<file path="config.mk">
export PLATFORM = sky130hd
export DESIGN_NAME = adder_sweep_sequencer
export DESIGN_NICKNAME = d
export VERILOG_FILES = /design/src/rtl/adder_sweep_pkg.sv /design/src/rtl/adder_sweep_sequencer_sweep_counter.sv /design/src/rtl/adder_sweep_sequencer.sv
export SDC_FILE = /design/constraint.sdc
export NUM_CORES = 1
export LEC_CHECK = 0
export ABC_AREA = 0
export CAP_MARGIN = 5
export CORE_ASPECT_RATIO = 1.5
export CORE_MARGIN = 8
export CORE_UTILIZATION = 40
export DETAILED_ROUTE_END_ITERATION = 10
export DONT_BUFFER_PORTS = 1
export GPL_ROUTABILITY_DRIVEN = 0
export SLEW_MARGIN = 5
export SYNTH_ARGS = -nofsm -noshare
export SYNTH_HDL_FRONTEND = slang
export SYNTH_SLANG_ARGS = --single-unit
</file>
<file path="constraint.sdc">
create_clock -name clk -period 4.2 [get_ports clk]
set_input_delay 1.26 -clock clk [delete_from_list [all_inputs] [get_ports clk]]
set_output_delay 1.26 -clock clk [all_outputs]
set_load 0.1 [all_outputs]
</file>
<file path="src/rtl/adder_sweep_pkg.sv">
// adder_sweep_pkg: shared definitions for the adder sweep sequencer.
//   - FSM state encodings (S_IDLE, S_RUN, S_DONE) and the state type.
//   - Width helpers: vector index width (2*WIDTH+1) and error counter
//     width (2*WIDTH+2), plus their values for the default WIDTH of 2.
package adder_sweep_pkg;

  typedef logic [1:0] state_t;

  localparam state_t S_IDLE = 2'd0;
  localparam state_t S_RUN  = 2'd1;
  localparam state_t S_DONE = 2'd2;

  function automatic int vec_w(input int width);
    return 2 * width + 1;
  endfunction

  function automatic int cnt_w(input int width);
    return 2 * width + 2;
  endfunction

  localparam int DEFAULT_WIDTH = 2;
  localparam int VEC_W = 2 * DEFAULT_WIDTH + 1;
  localparam int CNT_W = 2 * DEFAULT_WIDTH + 2;

endpackage

</file>
<file path="src/rtl/adder_sweep_sequencer_sweep_counter.sv">
// sweep_counter: dwell counter and vector index for the adder sweep.
// Ports:
//   clk, rst        clock, synchronous active-high reset
//   clear_i         reload index 0 / dwell 0 (sweep accepted)
//   run_i           sweep running; dwell counts and the index advances
//   idx_o           current vector index {a, b, cin}
//   sample_pulse_o  running and dwell == SETTLE
//   last_pulse_o    running, final vector, final dwell cycle
module sweep_counter #(
  parameter int VEC_W  = 5,
  parameter int DWELL  = 10,
  parameter int SETTLE = 2
) (
  input  logic             clk,
  input  logic             rst,
  input  logic             clear_i,
  input  logic             run_i,
  output logic [VEC_W-1:0] idx_o,
  output logic             sample_pulse_o,
  output logic             last_pulse_o
);

  localparam int DW_W = (DWELL > 1) ? $clog2(DWELL) : 1;
  localparam logic [DW_W-1:0] DWELL_LAST = DW_W'(DWELL - 1);
  localparam logic [DW_W-1:0] SETTLE_IDX = DW_W'(SETTLE);

  logic [DW_W-1:0]  dwell_q, dwell_d;
  logic [VEC_W-1:0] idx_q, idx_d;
  logic             dwell_end;

  assign dwell_end = (dwell_q == DWELL_LAST);

  always_comb begin
    dwell_d = dwell_q;
    idx_d   = idx_q;
    if (clear_i) begin
      dwell_d = '0;
      idx_d   = '0;
    end else if (run_i) begin
      if (dwell_end) begin
        // Next vector starts on the same edge: no idle gap between vectors.
        dwell_d = '0;
        idx_d   = idx_q + 1'b1;
      end else begin
        dwell_d = dwell_q + 1'b1;
      end
    end
  end

  always_ff @(posedge clk) begin
    if (rst) begin
      dwell_q <= '0;
      idx_q   <= '0;
    end else begin
      dwell_q <= dwell_d;
      idx_q   <= idx_d;
    end
  end

  assign idx_o          = idx_q;
  assign sample_pulse_o = run_i && (dwell_q == SETTLE_IDX);
  assign last_pulse_o   = run_i && dwell_end && (&idx_q);

endmodule

</file>
<file path="src/rtl/adder_sweep_sequencer.sv">
// adder_sweep_sequencer: drives every (a, b, cin) combination into an
// external adder, holds each for DWELL cycles, samples {cout, sum} once per
// vector at dwell == SETTLE and tallies mismatches.
// Ports:
//   clk, rst       clock, synchronous active-high reset
//   start          one-cycle sweep request
//   a_out, b_out, cin_out  operands to the adder (0 outside a sweep)
//   sum_in, cout_in        adder result
//   busy, done     sweep running / sweep complete (held)
//   err, err_count, fail_vec  mismatch flag, saturating count, first failing {a,b,cin}
//   dbg_state_o    current FSM state
//
// Handshake: start is a single-cycle request with no ready; it is accepted
// on any edge where the FSM is in IDLE or DONE and rst is low, and is
// silently dropped while busy.
module adder_sweep_sequencer
  import adder_sweep_pkg::*;
#(
  parameter int WIDTH  = 2,
  parameter int DWELL  = 10,
  parameter int SETTLE = 2
) (
  input  logic                 clk,
  input  logic                 rst,
  input  logic                 start,
  output logic [WIDTH-1:0]     a_out,
  output logic [WIDTH-1:0]     b_out,
  output logic                 cin_out,
  input  logic [WIDTH-1:0]     sum_in,
  input  logic                 cout_in,
  output logic                 busy,
  output logic                 done,
  output logic                 err,
  output logic [2*WIDTH+1:0]   err_count,
  output logic [2*WIDTH:0]     fail_vec,
  output state_t               dbg_state_o
);

  localparam int VW = vec_w(WIDTH);
  localparam int CW = cnt_w(WIDTH);

  state_t        state_q, state_d;
  logic          accept;
  logic          running;
  logic [VW-1:0] idx;
  logic          sample_pulse, last_pulse;
  logic [WIDTH-1:0] cur_a, cur_b;
  logic          cur_cin;
  logic [WIDTH:0] exp_sum;
  logic          mismatch;

  logic          err_q, err_d;
  logic [CW-1:0] err_count_q, err_count_d;
  logic [VW-1:0] fail_vec_q, fail_vec_d;

  assign accept  = start && (state_q == S_IDLE || state_q == S_DONE);
  assign running = (state_q == S_RUN);

  sweep_counter #(
    .VEC_W  (VW),
    .DWELL  (DWELL),
    .SETTLE (SETTLE)
  ) u_counter (
    .clk            (clk),
    .rst            (rst),
    .clear_i        (accept),
    .run_i          (running),
    .idx_o          (idx),
    .sample_pulse_o (sample_pulse),
    .last_pulse_o   (last_pulse)
  );

  // Index packing: a in the MSBs, b in the middle, cin in the LSB.
  assign cur_a   = idx[VW-1 -: WIDTH];
  assign cur_b   = idx[WIDTH:1];
  assign cur_cin = idx[0];

  // Full WIDTH+1 result so the carry-out is checked too.
  assign exp_sum  = {1'b0, cur_a} + {1'b0, cur_b} + {{WIDTH{1'b0}}, cur_cin};
  assign mismatch = ({cout_in, sum_in} != exp_sum);

  // State register
  always_ff @(posedge clk) begin
    if (rst) state_q <= S_IDLE;
    else     state_q <= state_d;
  end

  // Next-state logic
  always_comb begin
    state_d = state_q;
    case (state_q)
      S_IDLE:  if (accept) state_d = S_RUN;
      S_RUN:   if (last_pulse) state_d = S_DONE;
      S_DONE:  if (accept) state_d = S_RUN;
      default: state_d = S_IDLE;
    endcase
  end

  // Output logic
  always_comb begin
    busy    = 1'b0;
    done    = 1'b0;
    a_out   = '0;
    b_out   = '0;
    cin_out = 1'b0;
    case (state_q)
      S_RUN: begin
        busy    = 1'b1;
        a_out   = cur_a;
        b_out   = cur_b;
        cin_out = cur_cin;
      end
      S_DONE:  done = 1'b1;
      default: ;
    endcase
  end

  // Error bookkeeping: one comparison per vector, at the sample pulse.
  always_comb begin
    err_d       = err_q;
    err_count_d = err_count_q;
    fail_vec_d  = fail_vec_q;
    if (accept) begin
      err_d       = 1'b0;
      err_count_d = '0;
      fail_vec_d  = '0;
    end else if (sample_pulse && mismatch) begin
      err_d = 1'b1;
      if (err_count_q != '1) err_count_d = err_count_q + 1'b1;
      if (!err_q) fail_vec_d = idx;
    end
  end

  always_ff @(posedge clk) begin
    if (rst) begin
      err_q       <= 1'b0;
      err_count_q <= '0;
      fail_vec_q  <= '0;
    end else begin
      err_q       <= err_d;
      err_count_q <= err_count_d;
      fail_vec_q  <= fail_vec_d;
    end
  end

  assign err         = err_q;
  assign err_count   = err_count_q;
  assign fail_vec    = fail_vec_q;
  assign dbg_state_o = state_q;

endmodule

</file>
==> flow_metrics.tcl, run 1 <==
set metrics [dict create \
    status "completed" \
    netlist_area_sq_um 1211 \
    crit_fanout 16 \
    clk_path_buf_depth 2 \
    dp_hpwl_mm 2.042 \
    overflow 0 \
    fp.dieW_um 60.93 \
    grt_usage 0.1137 \
    fmaxAchievable_mhz 310.0 \
    rsz0062_at_grt "false" \
    finClkSkew_ns 0.0007290 \
    syn_inst 138 \
    ioPinCount 27 \
    worst_ep_required_time_ns 2.94 \
    grt_max_degree 20 \
    min_period_ns 3.226 \
    relSlewSlack 0.2338 \
    antenna_found_initial 0 \
    wl_per_cell_um 14.66 \
    tritoncts.num_buffers 3 \
    core_area_sq_um 2913 \
    fin_util 0.4661 \
    vdd_drop_max_mv 0.1638 \
    p_leak_uw 0.0004965 \
    port_buffers 0 \
    synth_warnings 0 \
    ys.flop_type "dfxtp_1" \
    cts.htree.levels 1 \
    finalSetupTns_ns 0 \
    drc 0 \
    wl_mm 2.698 \
    drive_above_1_share 0.1241 \
    antenna_cells 0 \
    pre_cts_ws_ns 1.261 \
    cts_tree "built" \
    initial_core_util 0.4158 \
    synth_edf_count 0 \
    ant_nets 0 \
    synth.distinct_cells 34 \
    clk_pin_slew_worst_paths_ns 0.08 \
    grt_pass1_vias 1040 \
    path_class "flip-flop to output port" \
    start_kind "flip-flop" \
    cts_sinks 23 \
    fillers 300 \
    cts_resized 0 \
    area_growth_pct 12.09 \
    synth_seq_cells 23 \
    clk_latency_ns 0.26 \
    rows 24 \
    final_common_cell "dfxtp_1" \
    cts_setup_buffers 0 \
    synth_seq_area_share 0.3802 \
    final_cell_mix "23 x dfxtp_1, 13 x nor2_1, 11 x a21oi_1" \
    fin_nets 157 \
    min_period_over_period 0.7681 \
    powerDensity_nw_per_um2 289.0 \
    dr.pass1.iters 4 \
    setup_violations 0 \
    grt_pass1_wl_mm 4.643 \
    cp.arrival_ns 1.97 \
    syn_nets 149 \
    holdBufCountCts 0 \
    finalHoldViolCount 0 \
    drtIter0Drc 35 \
    final.setup.worst_slack_ns 0.9739 \
    hold_class "flip-flop to flip-flop" \
    slew_viol_final 0 \
    vias 1030 \
    worstMarginPinSlew_ns 1.148 \
    maxCapViolations 0 \
    dieArea_sq_um 5081 \
    async_flop_share 0 \
    viasPerCell 5.598 \
    end_kind "output port" \
    syn_avg_cell_area_sq_um 8.777 \
    fp.dieH_um 83.39 \
    root_buffer "clkbuf_8" \
]
worst max-delay path, stage by stage, from the launching register on:
cell and delay (ns):
dfxtp_1 0.32, buf_4 0.31, nor2b_4 0.20, buf_4 0.38
and2_1 0.20, buf_4 0.29
kinds of logic (layout without fill, tap and decap cells):
logic type,count (synthesis),in the layout,share of synthesized area
adder cells (fa/ha/maj),5,5,0.06405
multiplexers,2,2,0.01653
AND/OR/NAND/NOR,57,57,0.2748
buffers and inverters,12,19,0.04236
AO/OA/AOI/OAI,31,31,0.1642
flip-flops,23,23,0.3802
XOR/XNOR,8,8,0.05785
cells in the mapped netlist, types with 3 or more instances:
cell / n / area [sq um]
o31ai_1: 6 / 45.04
inv_1: 5 / 18.77
o21ai_0: 3 / 15.01
nand3_1: 6 / 30.03
nor2b_1: 4 / 25.02
a21oi_1: 11 / 55.05
o21a_1: 3 / 22.52
xor2_1: 5 / 43.79
and3_1: 5 / 31.28
xnor2_1: 3 / 26.28
nand4_1: 9 / 56.30
and2_1: 6 / 37.54
ha_1: 3 / 37.54
nor3b_1: 3 / 22.52
dfxtp_1: 23 / 460.4
nand2_1: 3 / 11.26
nor2_1: 13 / 48.80
a31oi_1: 4 / 25.02
clkbuf_1: 4 / 15.01
flip-flops by register name, summed over array words and instances, names as in the netlist:
register and cells:
u_counter.idx_o 5, err 1, err_count 6, dbg_state_o 2
u_counter.dwell_q 4, fail_vec 5
power by group:
group | switching (uW) | leakage, uW | internal (uW) | total, uW
clock network | 68.1 | 0.0000228 | 67.6 | 136
logic | 26.2 | 0.000288 | 7.73 | 33.9
registers | 3.16 | 0.000186 | 220 | 223
total | 97.5 | 0.000497 | 295 | 392
final timing paths:
| kind | startpoint | to | slack [ns] | cells after the start |
|---|---|---|---|---|
| setup / recovery | dbg_state_o[0] | cin_out | 0.97 | 5 |
| hold / removal | u_counter.idx_o[2] | fail_vec[2] | 0.56 | 2 |
| setup reg to reg | u_counter.idx_o[0] | err_count[3] | 1.68 | 7 |
| hold reg to reg | u_counter.idx_o[2] | fail_vec[2] | 0.56 | 2 |
stage by stage:
step	power, uW	hold WS (ns)	instance area [sq um]	cells
final	392.3	0.5553	1358	184
after global routing	408.4	0.5829	1358	184
after floorplan	256.4	0.4841	1212	138
after detailed placement	262.0	0.5384	1313	180
after CTS	397.5	0.5513	1358	184
after global placement	261.2	0.5333	1313	180
final cells by class:
| type | instances | area (sq um) | area share |
|---|---|---|---|
| multi-input combinational | 103 | 709.4 | 0.5226 |
| tap | 39 | 48.80 | 0.03594 |
| clock buffer | 4 | 45.04 | 0.03318 |
| timing repair buffer | 10 | 75.07 | 0.05530 |
| inverter | 5 | 18.77 | 0.01382 |
| sequential | 23 | 460.4 | 0.3392 |
per-layer routing:
layer,track usage,part of all wire
met1,0.1272,0.41
met2,0.1913,0.51
met3,0.02932,0.070
met4,0.04691,0.013
met5,0,0
No activity file was read; power rests on OpenSTA's default activity.
==> run 2: changes to the inputs <==
==> constraint.sdc (replaced) <==
create_clock -name clk -period 3.2 [get_ports clk]
set_input_delay 0.96 -clock clk [delete_from_list [all_inputs] [get_ports clk]]
set_output_delay 0.96 -clock clk [all_outputs]
set_load 0.1 [all_outputs]
==> flow_metrics.tcl, run 2 (synthesis results as in run 1) <==
set metrics [dict create \
    path_class "flip-flop to flip-flop" \
    cts.htree.levels 1 \
    critPathSlowestCell "or4_1" \
    relSlewSlack 0.2552 \
    overflow 0 \
    cts_resized 0 \
    antenna_found_initial 0 \
    viasPerCell 5.656 \
    worst_ep_required_time_ns 3.39 \
    fillers 293 \
    total_power_uw 513.4 \
    min_period_ns 2.553 \
    cp.arrival_ns 2.74 \
    hold_class "flip-flop to flip-flop" \
    holdBufCountCts 0 \
    vias 1069 \
    port_buffers 0 \
    cp.buffers_inverters 1 \
    antenna_cells 0 \
    tritoncts.num_buffers 3 \
    cts_sinks 23 \
    crit_family "adder cells" \
    drive_above_1_share 0.2000 \
    final_common_cell "dfxtp_1" \
    vdd_drop_max_mv 0.2675 \
    root_buffer "clkbuf_8" \
    clk_pin_slew_worst_paths_ns 0.08 \
    fp.dieH_um 83.39 \
    met3WireLength_um 163 \
    setup_violations 0 \
    cts_tree "built" \
    finalSetupTns_ns 0 \
    grt_usage 0.1145 \
    dp_hpwl_mm 2.188 \
    crit_path_max_incr_delay_ns 0.54 \
    area_growth_pct 21.07 \
    slew_viol_final 0 \
    largest_register_ffs 6 \
    grt_pass1_wl_mm 4.671 \
    final_cell_mix "22 x dfxtp_1, 13 x nor2_1, 11 x a21oi_1" \
    fmaxAchievable_mhz 391.7 \
    core_area_sq_um 2913 \
    ioPinCount 27 \
    grt_pass1_vias 1046 \
    grt_max_degree 20 \
    initial_core_util 0.4158 \
    wl_mm 2.837 \
    p_leak_uw 0.0005441 \
    dr.pass1.iters 4 \
    worstMarginPinSlew_ns 1.116 \
    fin_nets 162 \
    cts_setup_buffers 0 \
    dr.max_layer_used "met4" \
    min_period_over_period 0.7978 \
    powerDensity_nw_per_um2 350.1 \
    status "completed" \
    rows 24 \
    rsz0062_at_grt "false" \
    finClkSkew_ns 0.003960 \
    fp.dieW_um 60.93 \
    dieArea_sq_um 5081 \
    cp_common_cell "fa_1" \
    wl_met2_mm 1.520 \
    finalHoldViolCount 0 \
    drc 0 \
    end_kind "flip-flop" \
    clk_path_buf_depth 2 \
    wl_met1_mm 1.125 \
    ant_nets 0 \
    drtIter0Drc 24 \
    wl_per_cell_um 15.01 \
    start_kind "flip-flop" \
    path_cells "fa_1, inv_1, fa_1, xor2_1, and3_1, or4_1, a21oi_1" \
    clk_latency_ns 0.26 \
    crit_fanout 12 \
    maxCapViolations 0 \
]
==> run 2: cell types whose count changed in the layout (fill, tap and decap cells not counted), sizes merged <==
cell    previous run  this run
buf               10        15
clkbuf             4         3
clkinv             0         1
==> run 2: area by class of cell <==
cell class	count	area, sq um	share of cell area
clock buffers	3	41.29	0.02816
clock inverters	1	5.005	0.003413
inverters	5	18.77	0.01280
multi-input cells	103	715.7	0.4881
flip-flops and latches	23	461.7	0.3148
well taps	39	48.80	0.03328
repair buffers	15	175.2	0.1195
==> run 2: path summary, 6_finish.rpt <==
path,from,slack (ns),to,cells after the start
worst max-delay path,u_counter.idx_o[0],0.65,err_count[3],7
worst max register to register,u_counter.idx_o[0],0.65,err_count[3],7
worst min register to register,u_counter.idx_o[4],0.54,fail_vec[4],2
worst min-delay path,u_counter.idx_o[4],0.54,fail_vec[4],2
==> run 2: worst reg2reg max path: cells and delay by family (launching register included) <==
family | cells | cell delay, ns
adder cells (fa/ha/maj) | 2 | 0.85
AND/OR/NAND/NOR | 2 | 0.83
flip-flops | 1 | 0.39
XOR/XNOR | 1 | 0.18
AO/OA/AOI/OAI | 1 | 0.15
buffers and inverters | 1 | 0.08
==> run 2: power by group <==
part | switching [uW] | total [uW] | internal (uW)
clock network | 89.3 | 176 | 86.7
registers | 3.97 | 292 | 288
logic | 34.8 | 45.2 | 10.4
total | 128 | 513 | 385
==> run 2: metal layers <==
layer  GRT usage  vias to the layer above
met5           0                        -
met4     0.04264                        0
met3     0.02932                        2
met1      0.1190                      520
li1            -                      521
met2      0.2048                       26
==> run 2: through the flow <==
| step | setup WS [ns] | cells | hold WS, ns | cell area [sq um] | util |
|---|---|---|---|---|---|
| global route | 0.5124 | 189 | 0.5648 | 1466 | 0.5034 |
| CTS | 0.6408 | 189 | 0.5407 | 1466 | 0.5034 |
| finish | 0.6469 | 189 | 0.5448 | 1466 | 0.5034 |
| detailed placement | 0.6749 | 185 | 0.5275 | 1420 | 0.4875 |
| floorplan | 0.05649 | 138 | 0.4841 | 1222 | - |
| global placement | 0.7805 | 185 | 0.5299 | 1420 | 0.4875 |
==> run 3: changes to the inputs <==
==> constraint.sdc (replaced) <==
create_clock -name clk -period 2.1 [get_ports clk]
set_input_delay 0.63 -clock clk [delete_from_list [all_inputs] [get_ports clk]]
set_output_delay 0.63 -clock clk [all_outputs]
set_load 0.1 [all_outputs]
==> flow_metrics.tcl, run 3 (synthesis results as in run 1) <==
set metrics [dict create \
    antenna_found_initial 0 \
    powerDensity_nw_per_um2 528.0 \
    setup_violations 5 \
    ant_nets 0 \
    antenna_cells 0 \
    min_period_ns 2.159 \
    p_comb_frac 0.093 \
    fp.dieH_um 83.39 \
    slew_viol_final 0 \
    min_period_over_period 1.028 \
    finClkSkew_ns 0.001526 \
    overflow 0 \
    initial_core_util 0.4158 \
    final_cell_mix "23 x buf_4, 19 x dfxtp_1, 12 x nor2_1" \
    p_clk_frac 0.348 \
    worst_ep_required_time_ns 2.30 \
    cp.buffers_inverters 1 \
    path_cells "fa_2, inv_2, fa_1, xor2_1, and3_4, or4_1, a21oi_1" \
    grt_max_degree 20 \
    final.setup.worst_slack_ns -0.05866 \
    core_area_sq_um 2913 \
    area_growth_pct 23.97 \
    start_kind "flip-flop" \
    wl_per_cell_um 15.23 \
    p_leak_uw 0.0005766 \
    dieArea_sq_um 5081 \
    rows 24 \
    root_buffer "clkbuf_8" \
    fillers 298 \
    vias 1107 \
    fin_util 0.5155 \
    switching_share 0.2579 \
    port_buffers 0 \
    clk_path_buf_depth 2 \
    wl_mm 3.000 \
    path_class "flip-flop to flip-flop" \
    finalHoldViolCount 0 \
    drtIter0Drc 56 \
    seq_power_share 0.559 \
    worstMarginPinSlew_ns 0.5572 \
    status "finished with violations" \
    fin_nets 170 \
    clk_pin_slew_worst_paths_ns 0.08 \
    end_kind "flip-flop" \
    vdd_drop_max_mv 0.4384 \
    relSlewSlack 0.6277 \
    rsz0062_at_grt "true" \
    dp_hpwl_mm 2.298 \
    fp.dieW_um 60.93 \
    clk_latency_ns 0.26 \
    dr.pass1.iters 4 \
    grt_pass1_wl_mm 4.988 \
    drc 0 \
    finalHoldWorstSlack_ns 0.4178 \
    largest_register_ffs 6 \
    maxCapViolations 0 \
    grt_usage 0.1246 \
    critPathSlowestCell "fa_1" \
    tritoncts.num_buffers 3 \
    viasPerCell 5.619 \
    grt_pass1_vias 1110 \
    final_common_cell "buf_4" \
    holdBufCountCts 0 \
    crit_path_max_incr_delay_ns 0.42 \
    hold_class "primary input to flip-flop" \
    drive_above_1_share 0.2911 \
    ioPinCount 27 \
    fmaxAchievable_mhz 463.3 \
    cts_tree "built" \
    cts_sinks 23 \
    cp.arrival_ns 2.36 \
    crit_family "adder cells" \
    crit_fanout 11 \
    intPower_uw 588.3 \
    p_sw_uw 204.4 \
    violations "setup timing" \
    cts.htree.levels 1 \
]
-- run 3: cell types whose count changed in the layout (fill, tap and decap cells not counted), sizes merged --
cell / before / now
buf: 15 / 23
-- run 3: power groups by stage --
stage	clock network [uW]	registers [uW]	logic [uW]
after CTS	287	443	72.2
after global routing	312	444	78.0
final	276	443	73.7
after floorplan	0	462	57.6
after global placement	0	453	70.1
after detailed placement	0	454	71.0
-- run 3: final cells by class --
cell class,instances,area (sq um),area share
clock buffer,3,41.29,0.02750
clock inverter,1,5.005,0.003333
inverter,5,18.77,0.01250
multi-input combinational,103,742.0,0.4942
sequential,23,473.0,0.3150
tap,39,48.80,0.03250
timing repair buffer,23,172.7,0.1150
-- run 3: worst paths after layout --
path,endpoint,startpoint,depth (start not counted),slack [ns]
hold / removal,dbg_state_o[1],rst,1,0.42
hold reg to reg,fail_vec[3],fail_vec[3],2,0.49
setup reg to reg,err_count[3],u_counter.idx_o[3],7,-0.06
setup / recovery,err_count[3],u_counter.idx_o[3],7,-0.06
-- run 3: repair_timing --
action                     4_1_cts  5_1_grt
gates resized for setup          2        1
setup endpoints to repair       12       12
buffers inserted                 0        1
-- run 3: stage by stage --
stage,setup WS (ns),setup TNS [ns],instances,power (uW),area (sq um)
2_1_floorplan,0.002875,0,138,520.1,1280
3_3_place_gp,-0.1180,-0.4706,192,523.4,1438
3_5_place_dp,-0.1539,-0.9037,192,524.5,1438
4_1_cts,-0.06509,-0.1102,196,802.2,1489
5_1_grt,-0.1521,-1.162,197,834.7,1501
6_report,-0.05866,-0.1662,197,792.7,1501
-- run 3: worst register-to-register path, delay by kind of cell, from the launching register on --
kind | cells | cell delay [ns]
buf+inv | 1 | 0.06
simple gates | 2 | 0.59
compound gates | 1 | 0.13
xor+xnor | 1 | 0.16
fa+ha+maj | 2 | 0.80
flops | 1 | 0.35
-- run 3: layer usage --
layer / routed length, um / share of wire / global-route usage
met1: 1173 / 0.39 / 0.1288
met2: 1532 / 0.51 / 0.2213
met3: 232 / 0.077 / 0.03704
met4: 62 / 0.021 / 0.04478
met5: 0 / 0 / 0
